$ cat src/rtl/store_buffer_if.sv
// CPU-side and RAM-side signal bundle for the store buffer.
// Handshake: a store is taken at the rising edge when ram_write_enable=1 and stall_request=0; while stall_request=1 the CPU holds its request unchanged.
interface store_buffer_if;
  logic        ram_write_enable;
  logic [31:0] ram_write_address;
  logic [3:0]  ram_write_select;
  logic [31:0] ram_write_data;
  logic        ram_read_enable;
  logic [31:0] ram_read_address;
  logic [31:0] ram_read_data;
  logic        stall_request;
  logic        mem_write_enable;
  logic [31:0] mem_write_address;
  logic [3:0]  mem_write_select;
  logic [31:0] mem_write_data;
  logic        mem_read_enable;
  logic [31:0] mem_read_address;
  logic [31:0] mem_read_data;

  // master: the CPU plus RAM environment around the buffer
  modport master (
    output ram_write_enable, ram_write_address, ram_write_select, ram_write_data,
    output ram_read_enable, ram_read_address, mem_read_data,
    input  ram_read_data, stall_request,
    input  mem_write_enable, mem_write_address, mem_write_select, mem_write_data,
    input  mem_read_enable, mem_read_address
  );

  modport slave (
    input  ram_write_enable, ram_write_address, ram_write_select, ram_write_data,
    input  ram_read_enable, ram_read_address, mem_read_data,
    output ram_read_data, stall_request,
    output mem_write_enable, mem_write_address, mem_write_select, mem_write_data,
    output mem_read_enable, mem_read_address
  );
endinterface

$ cat src/rtl/store_buffer.sv
// Circular store buffer between CPU and RAM; stores drain whenever the RAM port is free of reads.
// Optional STORE_BUFFER_FORWARD_EN: read hits are merged per byte lane from buffered stores instead of stalling.
module store_buffer #(
  parameter int DEPTH = 4
) (
  input  logic                   clock,
  input  logic                   reset,
  store_buffer_if.slave          sif,
  output logic [$clog2(DEPTH):0] count
);
  localparam int PW = $clog2(DEPTH);

  logic [29:0]   addr_q [DEPTH];
  logic [3:0]    sel_q  [DEPTH];
  logic [31:0]   data_q [DEPTH];
  logic [PW-1:0] head;
  logic [PW-1:0] tail;
  logic [PW:0]   count_q;

  logic          hit;
  logic          hit_stall;
  logic          full;
  logic          drain;
  logic          stall;
  logic          enq;
  logic [31:0]   rd_data;
  logic [PW-1:0] idx;
  logic          unused_bits;

  assign count       = count_q;
  assign unused_bits = ^{sif.ram_write_address[1:0], sif.ram_read_address[1:0]};

  // Walk oldest to newest so later matches overwrite earlier lanes.
  always_comb begin
    hit     = 1'b0;
    rd_data = sif.mem_read_data;
    idx     = head;
    for (int k = 0; k < DEPTH; k++) begin
      idx = head + PW'(k);
      if (((PW+1)'(k) < count_q) && (addr_q[idx] == sif.ram_read_address[31:2])) begin
        hit = 1'b1;
`ifdef STORE_BUFFER_FORWARD_EN
        for (int b = 0; b < 4; b++) begin
          if (sel_q[idx][b]) rd_data[8*b +: 8] = data_q[idx][8*b +: 8];
        end
`endif
      end
    end
  end

`ifdef STORE_BUFFER_FORWARD_EN
  assign hit_stall = 1'b0;
`else
  assign hit_stall = sif.ram_read_enable && hit;
`endif

  assign full  = (count_q == (PW+1)'(DEPTH));
  // A stalled read hit frees the RAM port, so the hit entries can drain out.
  assign drain = !reset && (count_q != '0) && (!sif.ram_read_enable || hit_stall);
  assign stall = !reset && (hit_stall || (sif.ram_write_enable && full && !drain));
  assign enq   = !reset && sif.ram_write_enable && !stall;

  always_comb begin
    sif.stall_request     = stall;
    sif.ram_read_data     = reset ? '0 : rd_data;
    sif.mem_read_enable   = !reset && sif.ram_read_enable && !hit_stall;
    sif.mem_read_address  = (!reset && sif.ram_read_enable && !hit_stall) ? sif.ram_read_address : '0;
    sif.mem_write_enable  = drain;
    sif.mem_write_address = drain ? {addr_q[head], 2'b00} : '0;
    sif.mem_write_select  = drain ? sel_q[head] : '0;
    sif.mem_write_data    = drain ? data_q[head] : '0;
  end

  always_ff @(posedge clock) begin
    if (reset) begin
      head    <= '0;
      tail    <= '0;
      count_q <= '0;
    end else begin
      if (enq)   tail <= tail + 1'b1;
      if (drain) head <= head + 1'b1;
      count_q <= count_q + (PW+1)'(enq) - (PW+1)'(drain);
    end
  end

  always_ff @(posedge clock) begin
    if (enq) begin
      addr_q[tail] <= sif.ram_write_address[31:2];
      sel_q[tail]  <= sif.ram_write_select;
      data_q[tail] <= sif.ram_write_data;
    end
  end
endmodule

$ cat src/flat_wrapper.sv
// flat-port wrapper written by rule: the top's interface ports become plain ports
module store_buffer_flat 
#(
  parameter int DEPTH = 4
)
  (clock, reset, count, sif_ram_write_enable, sif_ram_write_address, sif_ram_write_select, sif_ram_write_data, sif_ram_read_enable, sif_ram_read_address, sif_mem_read_data, sif_ram_read_data, sif_stall_request, sif_mem_write_enable, sif_mem_write_address, sif_mem_write_select, sif_mem_write_data, sif_mem_read_enable, sif_mem_read_address);
  store_buffer_if sif_i ();
  input  logic clock;
  input  logic reset;
  output logic [$clog2(DEPTH):0] count;
  input wire logic [$bits(sif_i.ram_write_enable)-1:0] sif_ram_write_enable;
  input wire logic [$bits(sif_i.ram_write_address)-1:0] sif_ram_write_address;
  input wire logic [$bits(sif_i.ram_write_select)-1:0] sif_ram_write_select;
  input wire logic [$bits(sif_i.ram_write_data)-1:0] sif_ram_write_data;
  input wire logic [$bits(sif_i.ram_read_enable)-1:0] sif_ram_read_enable;
  input wire logic [$bits(sif_i.ram_read_address)-1:0] sif_ram_read_address;
  input wire logic [$bits(sif_i.mem_read_data)-1:0] sif_mem_read_data;
  output wire logic [$bits(sif_i.ram_read_data)-1:0] sif_ram_read_data;
  output wire logic [$bits(sif_i.stall_request)-1:0] sif_stall_request;
  output wire logic [$bits(sif_i.mem_write_enable)-1:0] sif_mem_write_enable;
  output wire logic [$bits(sif_i.mem_write_address)-1:0] sif_mem_write_address;
  output wire logic [$bits(sif_i.mem_write_select)-1:0] sif_mem_write_select;
  output wire logic [$bits(sif_i.mem_write_data)-1:0] sif_mem_write_data;
  output wire logic [$bits(sif_i.mem_read_enable)-1:0] sif_mem_read_enable;
  output wire logic [$bits(sif_i.mem_read_address)-1:0] sif_mem_read_address;
  assign sif_i.ram_write_enable = sif_ram_write_enable;
  assign sif_i.ram_write_address = sif_ram_write_address;
  assign sif_i.ram_write_select = sif_ram_write_select;
  assign sif_i.ram_write_data = sif_ram_write_data;
  assign sif_i.ram_read_enable = sif_ram_read_enable;
  assign sif_i.ram_read_address = sif_ram_read_address;
  assign sif_i.mem_read_data = sif_mem_read_data;
  assign sif_ram_read_data = sif_i.ram_read_data;
  assign sif_stall_request = sif_i.stall_request;
  assign sif_mem_write_enable = sif_i.mem_write_enable;
  assign sif_mem_write_address = sif_i.mem_write_address;
  assign sif_mem_write_select = sif_i.mem_write_select;
  assign sif_mem_write_data = sif_i.mem_write_data;
  assign sif_mem_read_enable = sif_i.mem_read_enable;
  assign sif_mem_read_address = sif_i.mem_read_address;
  store_buffer #(.DEPTH(DEPTH)) u_core (.clock(clock), .reset(reset), .sif(sif_i), .count(count));
endmodule
$ cat config.mk
export PLATFORM = sky130hd
export DESIGN_NAME = store_buffer_flat
export DESIGN_NICKNAME = d
export VERILOG_FILES = /design/src/rtl/store_buffer_if.sv /design/src/rtl/store_buffer.sv /design/src/flat_wrapper.sv
export SDC_FILE = /design/constraint.sdc
export NUM_CORES = 1
export LEC_CHECK = 0
export CORE_MARGIN = 2
export CORE_UTILIZATION = 50
export DETAILED_ROUTE_END_ITERATION = 10
export PLACE_DENSITY = 0.8
export SLEW_MARGIN = 20
export SYNTH_ARGS = -nofsm -noshare
export SYNTH_HDL_FRONTEND = slang
export SYNTH_SLANG_ARGS = --single-unit
$ cat constraint.sdc
create_clock -name clock -period 8.2 [get_ports clock]
set_input_delay 0.82 -clock clock [delete_from_list [all_inputs] [get_ports clock]]
set_output_delay 0.82 -clock clock [all_outputs]
set_load 0.005 [all_outputs]
# Word-level counts from Yosys, hierarchy flattened
# Memories as Yosys holds them, arrays and structs flattened. A register that Yosys moved wholly into a read port is not among the register bits.
# Cells that the tools add are included.
totals:
  mem_bits_rw: 264
  mem_count: 3
  ff_bits: 7
  word_cells: 60
op_classes:
  mux: 17
  reduce_logical: 22
  order_cmp: 4
  n_eq_ne: 5
  addsub: 6
mem_list:
  columns: ["name", "depth", "width", "rd", "rd_ports_with_merged_regs", "wr", "line_no", "rtl"]
  rows:
  - ["u_core.data_q", 4, 32, 1, 1, 1, "store_buffer.sv:15", "logic [31:0] data_q [DEPTH];"]
  - ["u_core.addr_q", 4, 30, 4, 1, 1, "store_buffer.sv:13", "logic [29:0] addr_q [DEPTH];"]
  - ["u_core.sel_q", 4, 4, 1, 1, 1, "store_buffer.sv:14", "logic [3:0] sel_q [DEPTH];"]
op_table:
  columns: ["cell", "count"]
  rows:
  - ["$mux W32", 4]
  - ["$eq A30 B30 Y1", 4]
  - ["$logic_and A1 B1 Y1", 14]
  - ["$mux W2", 6]
  - ["$lt A1 B3 Y1 const A", 2]
  - ["$lt A2 B3 Y1 const A", 2]
  - ["$mux W1", 6]
  - ["$logic_not A1 Y1", 5]
  - ["$add A2 B1 Y2 const B", 2]
  - ["$add A2 B2 Y2 const B", 2]
  - ["$mux W4", 1]
  - ["$add A3 B1 Y3", 1]
  - ["$eq A3 B3 Y1 const B", 1]
  - ["$reduce_bool A3 Y1", 1]
  - ["$sub A3 B1 Y3", 1]
  - ["$logic_or A1 B1 Y1", 2]

# Logic depth before layout (Yosys ltp)
# Gate-level depths: netlist of the first run.
# An unclocked memory read counts as a cell.
depth:
  ltp_word: 18
  mapped_depth: 19
  depth_no_buf: 14

# Worst setup path before layout of the first run
# Ideal clock, no wire load.
synth_timing:
  path_kind: "input to register"
  from: "in sif_ram_read_address[20]"
  to: "mem u_core.addr_q[0][0] (enable)"
  path_stages: 9
  setup_slack_ps: 3690
  n_path_buf: 1
  arrival_time_ps: 4078
  path_cell_list: "buf_1 inv_1 xnor2_1 nand4_1 a221oi_1 and4_4 a41o_4 o41ai_4 and3_1"
synth_between:
  elab_chain_cells: 17
  word_cells_on_any_way: 23
  cone_classes: "eq/ne (4); mux (6); reduce/logical (13)"
synth_lines:
  columns: ["item", "line_no", "rtl"]
  rows:
  - ["from (decl)", "flat_wrapper.sv:16", "input wire logic [$bits(sif_i.ram_read_address)-1:0] sif_ram_read_address;"]
  - ["$eq A30 B30 Y1", "store_buffer.sv:40", "if (((PW+1)'(k) < count_q) && (addr_q[idx] == sif.ram_read_address[31:2])) begin"]
  - ["$logic_and A1 B1 Y1", "store_buffer.sv:40", null]
  - ["$mux W1 (3 in a row)", "store_buffer.sv:40", null]
  - ["$mux W1 (*)", "store_buffer.sv:40", null]
  - ["$logic_and A1 B1 Y1 (*)", "store_buffer.sv:54", "assign hit_stall = sif.ram_read_enable && hit;"]
  - ["$logic_or A1 B1 Y1", "store_buffer.sv:59", "assign drain = !reset && (count_q != '0) && (!sif.ram_read_enable || hit_stall);"]
  - ["$logic_and A1 B1 Y1", "store_buffer.sv:59", null]
  - ["$logic_not A1 Y1", "store_buffer.sv:60", "assign stall = !reset && (hit_stall || (sif.ram_write_enable && full && !drain));"]
  - ["$logic_and A1 B1 Y1", "store_buffer.sv:60", null]
  - ["$logic_or A1 B1 Y1 (*)", "store_buffer.sv:60", null]
  - ["$logic_and A1 B1 Y1 (*)", "store_buffer.sv:60", null]
  - ["$logic_not A1 Y1 (*)", "store_buffer.sv:61", "assign enq = !reset && sif.ram_write_enable && !stall;"]
  - ["$logic_and A1 B1 Y1 (*)", "store_buffer.sv:61", null]
  - ["$mux W1 (*)", "store_buffer.sv:87", "if (enq) begin"]
  - ["$mux W1 (implied by the code) (*)", "store_buffer.sv:88", "addr_q[tail] <= sif.ram_write_address[31:2];"]
  - ["to (decl)", "store_buffer.sv:13", null]
# Every way passes the cells marked *; elsewhere a longest branch is shown, timed or not.

==> results of run 1 <==
## registers in the layout (all words and copies together), names as in the netlist, named ones only
name,count
u_core.tail,2
u_core.sel_q,16
u_core.count,3
u_core.addr_q,120
u_core.head,2
u_core.data_q,128
## power by group through the flow
stage	Clock [mW]	Sequential (mW)	Combinational, mW
after floorplan	0	1.70	1.23
after global placement	0	1.82	1.56
after detailed placement	0	1.83	1.58
after CTS	1.24	1.81	1.59
after global routing	1.29	1.82	1.69
final	1.22	1.80	1.58
## final timing paths
path	end	slack [ns]
worst min-delay path	u_core.tail[1]$_SDFFE_PP0P_	0.51
worst max-delay path	sif_mem_write_address[10]	1.71
worst min register to register	u_core.tail[1]$_SDFFE_PP0P_	0.51
worst max register to register	u_core.addr_q[0][18]$_DFFE_PP_	2.78
## layout by cell type, fill, tap and decap left out, types with 4 or more instances in the layout
| master | netlist | layout |
|---|---|---|
| nor2b_2 | 33 | 33 |
| and3_1 | 28 | 24 |
| nand2_1 | 18 | 18 |
| ha_1 | 8 | 8 |
| o2111ai_1 | 4 | 4 |
| buf_4 | 8 | 14 |
| nand3_1 | 8 | 8 |
| mux2_2 | 13 | 13 |
| o22ai_1 | 9 | 9 |
| nor3_1 | 6 | 6 |
| mux2i_1 | 104 | 104 |
| xnor2_1 | 76 | 76 |
| clkdlybuf4s50_1 | 0 | 269 |
| nor4_1 | 7 | 7 |
| edfxtp_1 | 264 | 264 |
| xor2_1 | 37 | 37 |
| a221oi_1 | 6 | 6 |
| nor2_1 | 26 | 26 |
| inv_1 | 17 | 17 |
| nand4_1 | 16 | 16 |
| clkbuf_16 | 0 | 29 |
| o21ai_0 | 9 | 9 |
| dfxtp_4 | 0 | 4 |
| clkinv_2 | 0 | 14 |
| mux4_2 | 93 | 93 |
| dfxtp_1 | 9 | 5 |
| nor2b_1 | 40 | 40 |
| clkinv_1 | 0 | 6 |
| and2_1 | 33 | 33 |
| a21oi_1 | 11 | 11 |
## worst max-delay path, cell delays in order, from the launching register on
cell and delay, ns:
dfxtp_4 0.66, buf_4 0.50, mux4_2 0.63, xnor2_1 0.24, nand4_1 0.16, a2111oi_0 0.57, nand4_1 0.32, nand4b_1 0.39
a41oi_4 0.75, and3_1 0.28, clkdlybuf4s50_1 0.56
## kinds of logic after synthesis
group / synth area share (%)
muxes: 21.7
AOI/OAI and AO/OA: 4.75
buffers and inverters: 4.32
DFF: 52.2
adders and majority gates: 0.773
xor gates and xnor gates: 6.37
other: 0.0241
and+or+nand+nor: 9.86
## layout make-up
| type | instances | area (um^2) | share of cell area, % |
|---|---|---|---|
| Timing Repair Buffer | 284 | 2820 | 14.7 |
| Clock inverter | 24 | 158 | 0.822 |
| Multi-Input combinational cell | 658 | 6770 | 35.3 |
| Inverter | 19 | 71.3 | 0.372 |
| Antenna cell | 1 | 2.50 | 0.0131 |
| Sequential cell | 273 | 8120 | 42.4 |
| Tap cell | 396 | 495 | 2.58 |
| Clock buffer | 30 | 729 | 3.81 |
## routing by layer
metal	vias up	track usage [%]	part of all wire, %
met5	-	0	0.038
met4	2	8.00	3.2
met3	78	7.48	9.4
met2	519	42.1	48
met1	5004	32.3	39
li1	4480	-	-
## Yosys cell counts (16+ instances only)
master,count
nor2b_1,40
mux4_2,93
edfxtp_1,264
buf_6,19
inv_1,17
xnor2_1,76
clkbuf_1,33
nor2_1,26
nor2b_2,33
and2_1,33
and3_1,28
mux2i_1,104
nand2_1,18
nand4_1,16
xor2_1,37
## through the flow
stage,setup slack [ns],instances
3_3_place_gp,2.45,1630
3_5_place_dp,2.39,1630
2_1_floorplan,3.69,1039
6_report,1.71,1685
5_1_grt,1.50,1684
4_1_cts,1.75,1684
==> run summary, run 1 <==
Hold Crit Start: u_core.tail[1]$_SDFFE_PP0P_
Root buffer cell: clkbuf_16
Post-CTS Setup Bufs: 0
Worst Setup Path Type: flop to output port
Post-CTS Hold Buffers: 0
Share of the synthesized area in the top cell type: 51.0%
CTS Buffer Depth: 3
FF+latch count, synth: 273
Slew Viols, Final: 0
RD Place Congestion: 0.956
Max-cap violation count: 0
Initial antenna violation count: 2
Hold depth: 2
Drt initial violations: 773
RSZ-0062 raised after global routing: no
Worst slew pin tran: 1.12 ns
Hold_ws: 0.505 ns
Chip width: 180 um
Synth Cell Area: 15500 um^2
Clock transition at path regs: 0.06 ns
Post-synth top flop: edfxtp_1
DIE AREA: 32500 um^2
Worst vdd rail ir drop: 0.196 mV
Asr flop ratio synth: 0%
Outcome: complete, no violations
Comb power frac: 34.4%
Setup TNS: 0 ns
Worst setup EP type: output port
Final setup fails: 0
Slew Limit Headroom: 25.1%
WL per Instance: 24.9 um
Worst-case reg-to-reg path depth: 9
Clock sink count: 273
Final Critical Period: 6.49 ns
Area added between synthesis and finish: 23.4%
FILL cells: 2295
Port Buf Inserts: 269
Wire length of the first global-routing pass: 62.9 mm
Final cell utilization of the core: 62.7%
CP Launch Type: flop
Largest net degree at the start of global routing: 67
Number of global-route vias before repair: 10300
Leakage: 6.07 nW
Pwr Total: 4.60 mW
Ys Warns: 0
Die Y-Extent: 180 um
CTS buffer count: 29
Avg Inst Size Synth: 15.0 um^2
NetSw: 1.46 mW
Layout cells sized above 1: 18.5%
DR pass1 iterations: 5
CTS tree: done
Antenna-violating nets left: 0
Post-synth top area cell: edfxtp_1
Core Box Area: 30600 um^2
PwrDens: 240 nW/um^2
Worst Path Required: 7.38 ns
Peak Freq: 0.154 GHz
Gate count after technology mapping: 1038
Critical Path Fanout Max: 27
Hpwl dp: 29.2 mm
Fin. Hold Viols: 0
Clk_skew: 0.00923 ns
CTS H-tree depth: 1
GRT Util Overall: 25.4%
Via-to-Cell Ratio: 5.98
Post-synth EDFFs: 264
Initial Utilization: 50.8%
WL final: 41.9 mm
# nets final: 1410
Sw Share: 31.8%
Ranking of synthesized cells by area: edfxtp_1, mux4_2, mux2i_1, xnor2_1, xor2_1
# resized after CTS: 0
Unique masters post-synth: 77
Clock power share: 26.5%
Fin crit share: 79.1%
Sequential share of power: 39.2%
Num ports: 274
Worst min-delay path category: flop to flop
Vias: 10100
DRC violations left: 0
Critical Path AT: 5.67 ns
Worst skew pair latency: 0.56 ns
P_int: 3.14 mW
Post-DP Area: 18300 um^2
Std-Cell Rows: 64
Final instance area: 19200 um^2
Post-synthesis sequential area ratio: 52.2%
Grt total ovfl: 0
(Power assumes the default switching activity.)
==> inputs of run 2 (changes only) <==
==> constraint.sdc (replaced) <==
create_clock -name clock -period 6.2 [get_ports clock]
set_input_delay 0.62 -clock clock [delete_from_list [all_inputs] [get_ports clock]]
set_output_delay 0.62 -clock clock [all_outputs]
set_load 0.005 [all_outputs]
==> run summary, run 2 (synthesized netlist as in run 1, its figures left out) <==
Outcome: complete, no violations
Worst setup EP type: output port
Most common cell after layout, fill and taps aside: clkdlybuf4s50_1
Worst path cell trace: buf_4 > mux4_2 > xnor2_1 > nor4_1 > nand4_1 > nand4b_1 > a41oi_4 > buf_4 > and3_1 > clkdlybuf4s50_1
Clk_skew: 0.0131 ns (+0.00391 ns)
Port Buf Inserts: 269 (unchanged)
Clock transition at path regs: 0.06 ns (about the same)
FILL cells: 2212 (-3.6%)
Number of global-route vias before repair: 10200 (-0.60%)
Most frequent cells in the layout: clkdlybuf4s50_1, edfxtp_1, mux2i_1
Grt total ovfl: 0 (unchanged)
Worst Setup Path Type: flop to output port
CTS H-tree depth: 1 (unchanged)
CTS tree: done
R2R Path End: u_core.count[2]$_SDFF_PP0_
Critical Path Fanout Max: 23 (-15%)
Hold Crit Endpoint: u_core.tail[1]$_SDFFE_PP0P_
RSZ-0062 raised after global routing: no
Largest net degree at the start of global routing: 54 (-19%)
Final cell utilization of the core: 63.9% (+1.2 points)
Setup WS post-layout: 0.463 ns (-1.25 ns)
Antenna-violating nets left: 0 (unchanged)
Place WS: 0.810 ns (-1.58 ns)
GRT Util Overall: 25.3% (-0.12 points)
Layout Cells excl Fill: 1700 (+0.89%)
WL final: 41.8 mm (-0.17%)
Post-CTS Hold Buffers: 0 (unchanged)
Leakage: 6.23 nW (+2.7%)
Num ports: 274 (unchanged)
Placed Cells: 1643 (+0.80%)
Worst R2R Setup Slack: 1.48 ns (-1.30 ns)
Largest registers: u_core.data_q x128, u_core.addr_q x120, u_core.sel_q x16
Hpwl dp: 29.6 mm (+1.5%)
Layout cells sized above 1: 19.4% (+0.95 points)
Setup TNS: 0 ns (unchanged)
CTS Buffer Depth: 3 (unchanged)
Hold depth: 2 (unchanged)
Worst-case reg-to-reg path depth: 17 (+8)
Hold Crit Start: u_core.tail[1]$_SDFFE_PP0P_
Final setup fails: 0 (unchanged)
WL per Instance: 24.6 um (-1.1%)
CP Launch Type: flop
CP bufs+invs: 3 (+1)
Critical Path Most Common Cell: buf_4
Max reg flops: 128 (unchanged)
Hold_ws: 0.500 ns (-0.00570 ns)
DR pass1 iterations: 6 (+1)
Chip width: 180 um (unchanged)
Peak Freq: 0.174 GHz
Worst skew pair latency: 0.55 ns (about the same)
Reg-to-Reg Start: u_core.head[1]$_SDFFE_PP0N_
# nets final: 1425 (+1.1%)
Die Y-Extent: 180 um (unchanged)
Worst Path Required: 5.58 ns (-1.80 ns)
Fin. Hold Viols: 0 (unchanged)
Critical Path AT: 5.12 ns (-0.55 ns)
Wire length of the first global-routing pass: 62.4 mm (-0.78%)
DRC violations left: 0 (unchanged)
Fin crit share: 92.5%
Worst slew pin tran: 0.759 ns (-0.364 ns)
Delay-heaviest family, CP: buffers and inverters
# resized after CTS: 0 (unchanged)
Area added between synthesis and finish: 25.8%
Vias: 10200 (+0.97%)
Via-to-Cell Ratio: 5.99 (about the same)
PwrDens: 328 nW/um^2 (+36%)
Final Critical Period: 5.74 ns
Slew Limit Headroom: 49.2% (+24 points)
Worst min-delay path category: flop to flop
Root buffer cell: clkbuf_16
Max stage delay on crit path: 0.66 ns (-0.09 ns)
Worst vdd rail ir drop: 0.283 mV (+44%)
RD Place Congestion: 0.981 (+2.6%)
Core Box Area: 30600 um^2 (unchanged)
Drt initial violations: 842 (+8.9%)
Initial antenna violation count: 6 (+4)
DIE AREA: 32500 um^2 (unchanged)
Initial Utilization: 50.8% (unchanged)
Clock sink count: 273 (unchanged)
Slew Viols, Final: 0 (unchanged)
Most flops, register: u_core.data_q
Max-cap violation count: 0 (unchanged)
Std-Cell Rows: 64 (unchanged)
CTS buffer count: 30 (+3.4%)
CP max-delay cell: dfxtp_4
[run 2: how the worst max path moves through the flow]
stage                                      from                            end  slack, ns  cells after the start
global route                               flop      sif_mem_write_address[20]       0.23                     10
CTS                                        flop      sif_mem_write_address[25]       0.21                     10
floorplan           u_core.head[1]$_SDFFE_PP0N_  u_core.addr_q[0][0]$_DFFE_PP_       1.76                     12
global placement                           flop       sif_mem_write_address[7]       0.85                     10
detailed placement                         flop      sif_mem_write_address[25]       0.81                     10
finish                                     flop      sif_mem_write_address[25]       0.46                     10
[run 2: routing by layer]
metal	global-route usage, %	vias up	part of all wire [%]
li1	-	4507	-
met3	6.81	65	9.0
met5	0	-	0.072
met1	32.4	5092	40
met4	7.61	4	2.8
met2	42.3	513	48
[run 2: tightest hold or removal path: cells and delay by family (launching register included)]
| family | cells | cell delay (ns) |
|---|---|---|
| muxes | 1 | 0.05 |
| DFF | 1 | 0.34 |
| and+or+nand+nor | 1 | 0.06 |
[run 2: timing repair]
item	CTS	global route
setup endpoints to repair	0	13
hold endpoints to repair	0	0
buffers inserted	0	1
[run 2: stage by stage]
step                instance area (um^2)  power (mW)
global route                       19500        6.68
global placement                   18500        4.53
floorplan                          15500        3.89
detailed placement                 18500        4.55
finish                             19600        6.41
CTS                                19500        6.43
[run 2: area by class of cell]
class                   count  area, um^2  area share (%)
flip-flops and latches    273        8120            41.5
multi-input cells         658        6770            34.6
repair buffers            298        3040            15.5
clock buffers              34         787            4.03
well taps                 396         495            2.53
clock inverters            20         262            1.34
inverters                  19        71.3           0.365
diodes                      2        5.00          0.0256
[run 2: power by group]
part           switching (mW)  internal (mW)
logic                    1.07           1.13
clock network           0.713           1.16
registers               0.166           2.17
==> inputs of run 3 (changes only) <==
--- a/config.mk
+++ b/config.mk
@@ -7,6 +7,7 @@
 export LEC_CHECK = 0
 export CORE_MARGIN = 2
 export CORE_UTILIZATION = 50
+export CTS_BUF_LIST = sky130_fd_sc_hd__clkbuf_2 sky130_fd_sc_hd__clkbuf_4 sky130_fd_sc_hd__clkbuf_8
 export DETAILED_ROUTE_END_ITERATION = 10
 export PLACE_DENSITY = 0.8
 export SLEW_MARGIN = 20
==> run summary, run 3 (synthesized netlist as in run 1, its figures left out) <==
Worst R2R Setup Slack: 1.51 ns (+0.03 ns)
Clock transition at path regs: 0.06 ns (about the same)
Worst Path Required: 5.58 ns (about the same)
Sequential share of power: 38.3% (+1.8 points)
Final cell utilization of the core: 63.4% (-0.47 points)
DRC violations left: 0 (unchanged)
Clk_skew: 0.0338 ns (+0.0207 ns)
Max reg flops: 128 (unchanged)
GRT Util Overall: 25.4% (+0.10 points)
Most frequent cells in the layout: clkdlybuf4s50_1, edfxtp_1, mux2i_1
FILL cells: 2238 (+1.2%)
Layout Cells excl Fill: 1730 (+1.8%)
Root buffer cell: clkbuf_8
CTS H-tree depth: 2 (+1)
Num ports: 274 (unchanged)
P_int: 4.16 mW (-6.7%)
CTS tree: done
Grt total ovfl: 0 (unchanged)
Most common cell after layout, fill and taps aside: clkdlybuf4s50_1
RD Place Congestion: 0.981 (unchanged)
Setup TNS: 0 ns (unchanged)
WL final: 41.8 mm (about the same)
Final Critical Period: 5.76 ns (+0.0224 ns)
Placed Cells: 1643 (unchanged)
DR pass1 iterations: 5 (-1)
Area added between synthesis and finish: 24.9%
Std-Cell Rows: 64 (unchanged)
# nets final: 1441 (+1.1%)
DIE AREA: 32500 um^2 (unchanged)
Critical Path Fanout Max: 23 (unchanged)
Fin. Hold Viols: 0 (unchanged)
CTS buffer count: 46 (+53%)
Worst-case reg-to-reg path depth: 15 (-2)
Antenna-violating nets left: 0 (unchanged)
CTS Buffer Depth: 3 (unchanged)
Worst min-delay path category: flop to flop
RSZ-0062 raised after global routing: no
Drt initial violations: 846 (+0.48%)
Final setup fails: 0 (unchanged)
WL per Instance: 24.2 um (-1.7%)
Outcome: complete, no violations
R2R Path End: u_core.count[2]$_SDFF_PP0_
Layout cells sized above 1: 20.7% (+1.3 points)
Worst Setup Path Type: flop to output port
Core Box Area: 30600 um^2 (unchanged)
Max-cap violation count: 0 (unchanged)
Leakage: 6.21 nW (-0.45%)
Number of global-route vias before repair: 10400 (+2.0%)
Worst skew pair latency: 0.58 ns (+0.03 ns)
CP Launch Type: flop
Clock power share: 25.7% (-3.5 points)
Critical Path AT: 5.14 ns (+0.02 ns)
Comb power frac: 36.0% (+1.6 points)
Largest net degree at the start of global routing: 54 (unchanged)
Hold_ws: 0.497 ns (-0.00313 ns)
Slew Limit Headroom: 49.6% (+0.33 points)
Sw Share: 31.9% (+1.5 points)
Vias: 10300 (+0.81%)
Chip width: 180 um (unchanged)
Most flops, register: u_core.data_q
Crit path to: sif_mem_write_address[25]
Fin crit share: 92.9% (+0.36 points)
Hpwl dp: 29.6 mm (unchanged)
Peak Freq: 0.174 GHz (-0.39%)
Wire length of the first global-routing pass: 62.6 mm (+0.31%)
Worst vdd rail ir drop: 0.261 mV (-7.5%)
# resized after CTS: 0 (unchanged)
Die Y-Extent: 180 um (unchanged)
Initial antenna violation count: 4 (-2)
Worst slew pin tran: 0.754 ns (-0.00492 ns)
Worst setup EP type: output port
Port Buf Inserts: 269 (unchanged)
Clock sink count: 273 (unchanged)
Slew Viols, Final: 0 (unchanged)
Via-to-Cell Ratio: 5.93 (-0.94%)
Initial Utilization: 50.8% (unchanged)
NetSw: 1.95 mW (about the same)
PwrDens: 315 nW/um^2 (-4.0%)
Largest registers: u_core.data_q x128, u_core.addr_q x120, u_core.sel_q x16
-- run 3: cell count changes in the layout (fill, tap and decap cells not counted), sizes merged --
cell and change:
clkbuf +31, clkinvlp -3, bufinv -5, inv +2
clkinv +5
-- run 3: final cells by class --
cell class | count | area [um^2] | share of cell area (%)
flip-flops and latches | 273 | 8120 | 41.9
well taps | 396 | 495 | 2.55
multi-input cells | 658 | 6770 | 34.9
clock inverters | 19 | 130 | 0.670
clock buffers | 65 | 776 | 4.00
diodes | 2 | 5.00 | 0.0258
repair buffers | 298 | 3040 | 15.6
inverters | 19 | 71.3 | 0.367
-- run 3: how the worst min path moves through the flow --
stage	start	to	slack (ns)	cells past startpoint
2_1_floorplan	u_core.tail[1]$_SDFFE_PP0P_	u_core.tail[1]$_SDFFE_PP0P_	0.47	2
3_3_place_gp	u_core.tail[1]$_SDFFE_PP0P_	u_core.tail[1]$_SDFFE_PP0P_	0.48	2
3_5_place_dp	u_core.tail[1]$_SDFFE_PP0P_	u_core.tail[1]$_SDFFE_PP0P_	0.50	2
4_1_cts	u_core.tail[1]$_SDFFE_PP0P_	u_core.tail[1]$_SDFFE_PP0P_	0.51	2
5_1_grt	u_core.tail[1]$_SDFFE_PP0P_	u_core.tail[1]$_SDFFE_PP0P_	0.56	2
6_report	u_core.tail[1]$_SDFFE_PP0P_	u_core.tail[1]$_SDFFE_PP0P_	0.50	2
-- run 3: metal layers --
metal  up-vias  part of all wire (%)  track usage [%]
met4         2                   2.9             8.35
met2       524                    48             42.4
li1       4550                     -                -
met5         -                 0.031                0
met3        73                   9.4             6.37
met1      5114                    39             32.6
-- run 3: power groups by stage --
stage                     combinational [mW]  sequential, mW  clock (mW)
after floorplan                         1.63            2.25           0
after global placement                  2.13            2.39           0
after detailed placement                2.15            2.40           0
after CTS                               2.16            2.36        1.60
after global routing                    2.34            2.36        1.69
final                                   2.20            2.34        1.57
-- run 3: metrics by stage --
stage	instance area, um^2	worst slack [ns]	power (mW)
CTS	19400	0.186	6.13
global route	19400	0.169	6.38
global placement	18500	0.852	4.53
floorplan	15500	1.76	3.89
detailed placement	18500	0.810	4.55
finish	19400	0.440	6.11
-- run 3: repair_timing --
| action | in CTS | in global routing |
|---|---|---|
| hold buffers | 0 | 0 |
| setup endpoints to repair | 0 | 24 |
| buffers inserted | 0 | 1 |
-- run 3: critical path, stage by stage (launching register included) --
cell             delay (ns)
dfxtp_4                0.66
buf_4                  0.44
mux4_2                 0.59
xnor2_1                0.19
nor4_1                 0.41
nand4_1                0.26
nand4b_1               0.37
a41oi_4                0.62
buf_4                  0.31
and3_1                 0.18
clkdlybuf4s50_1        0.52
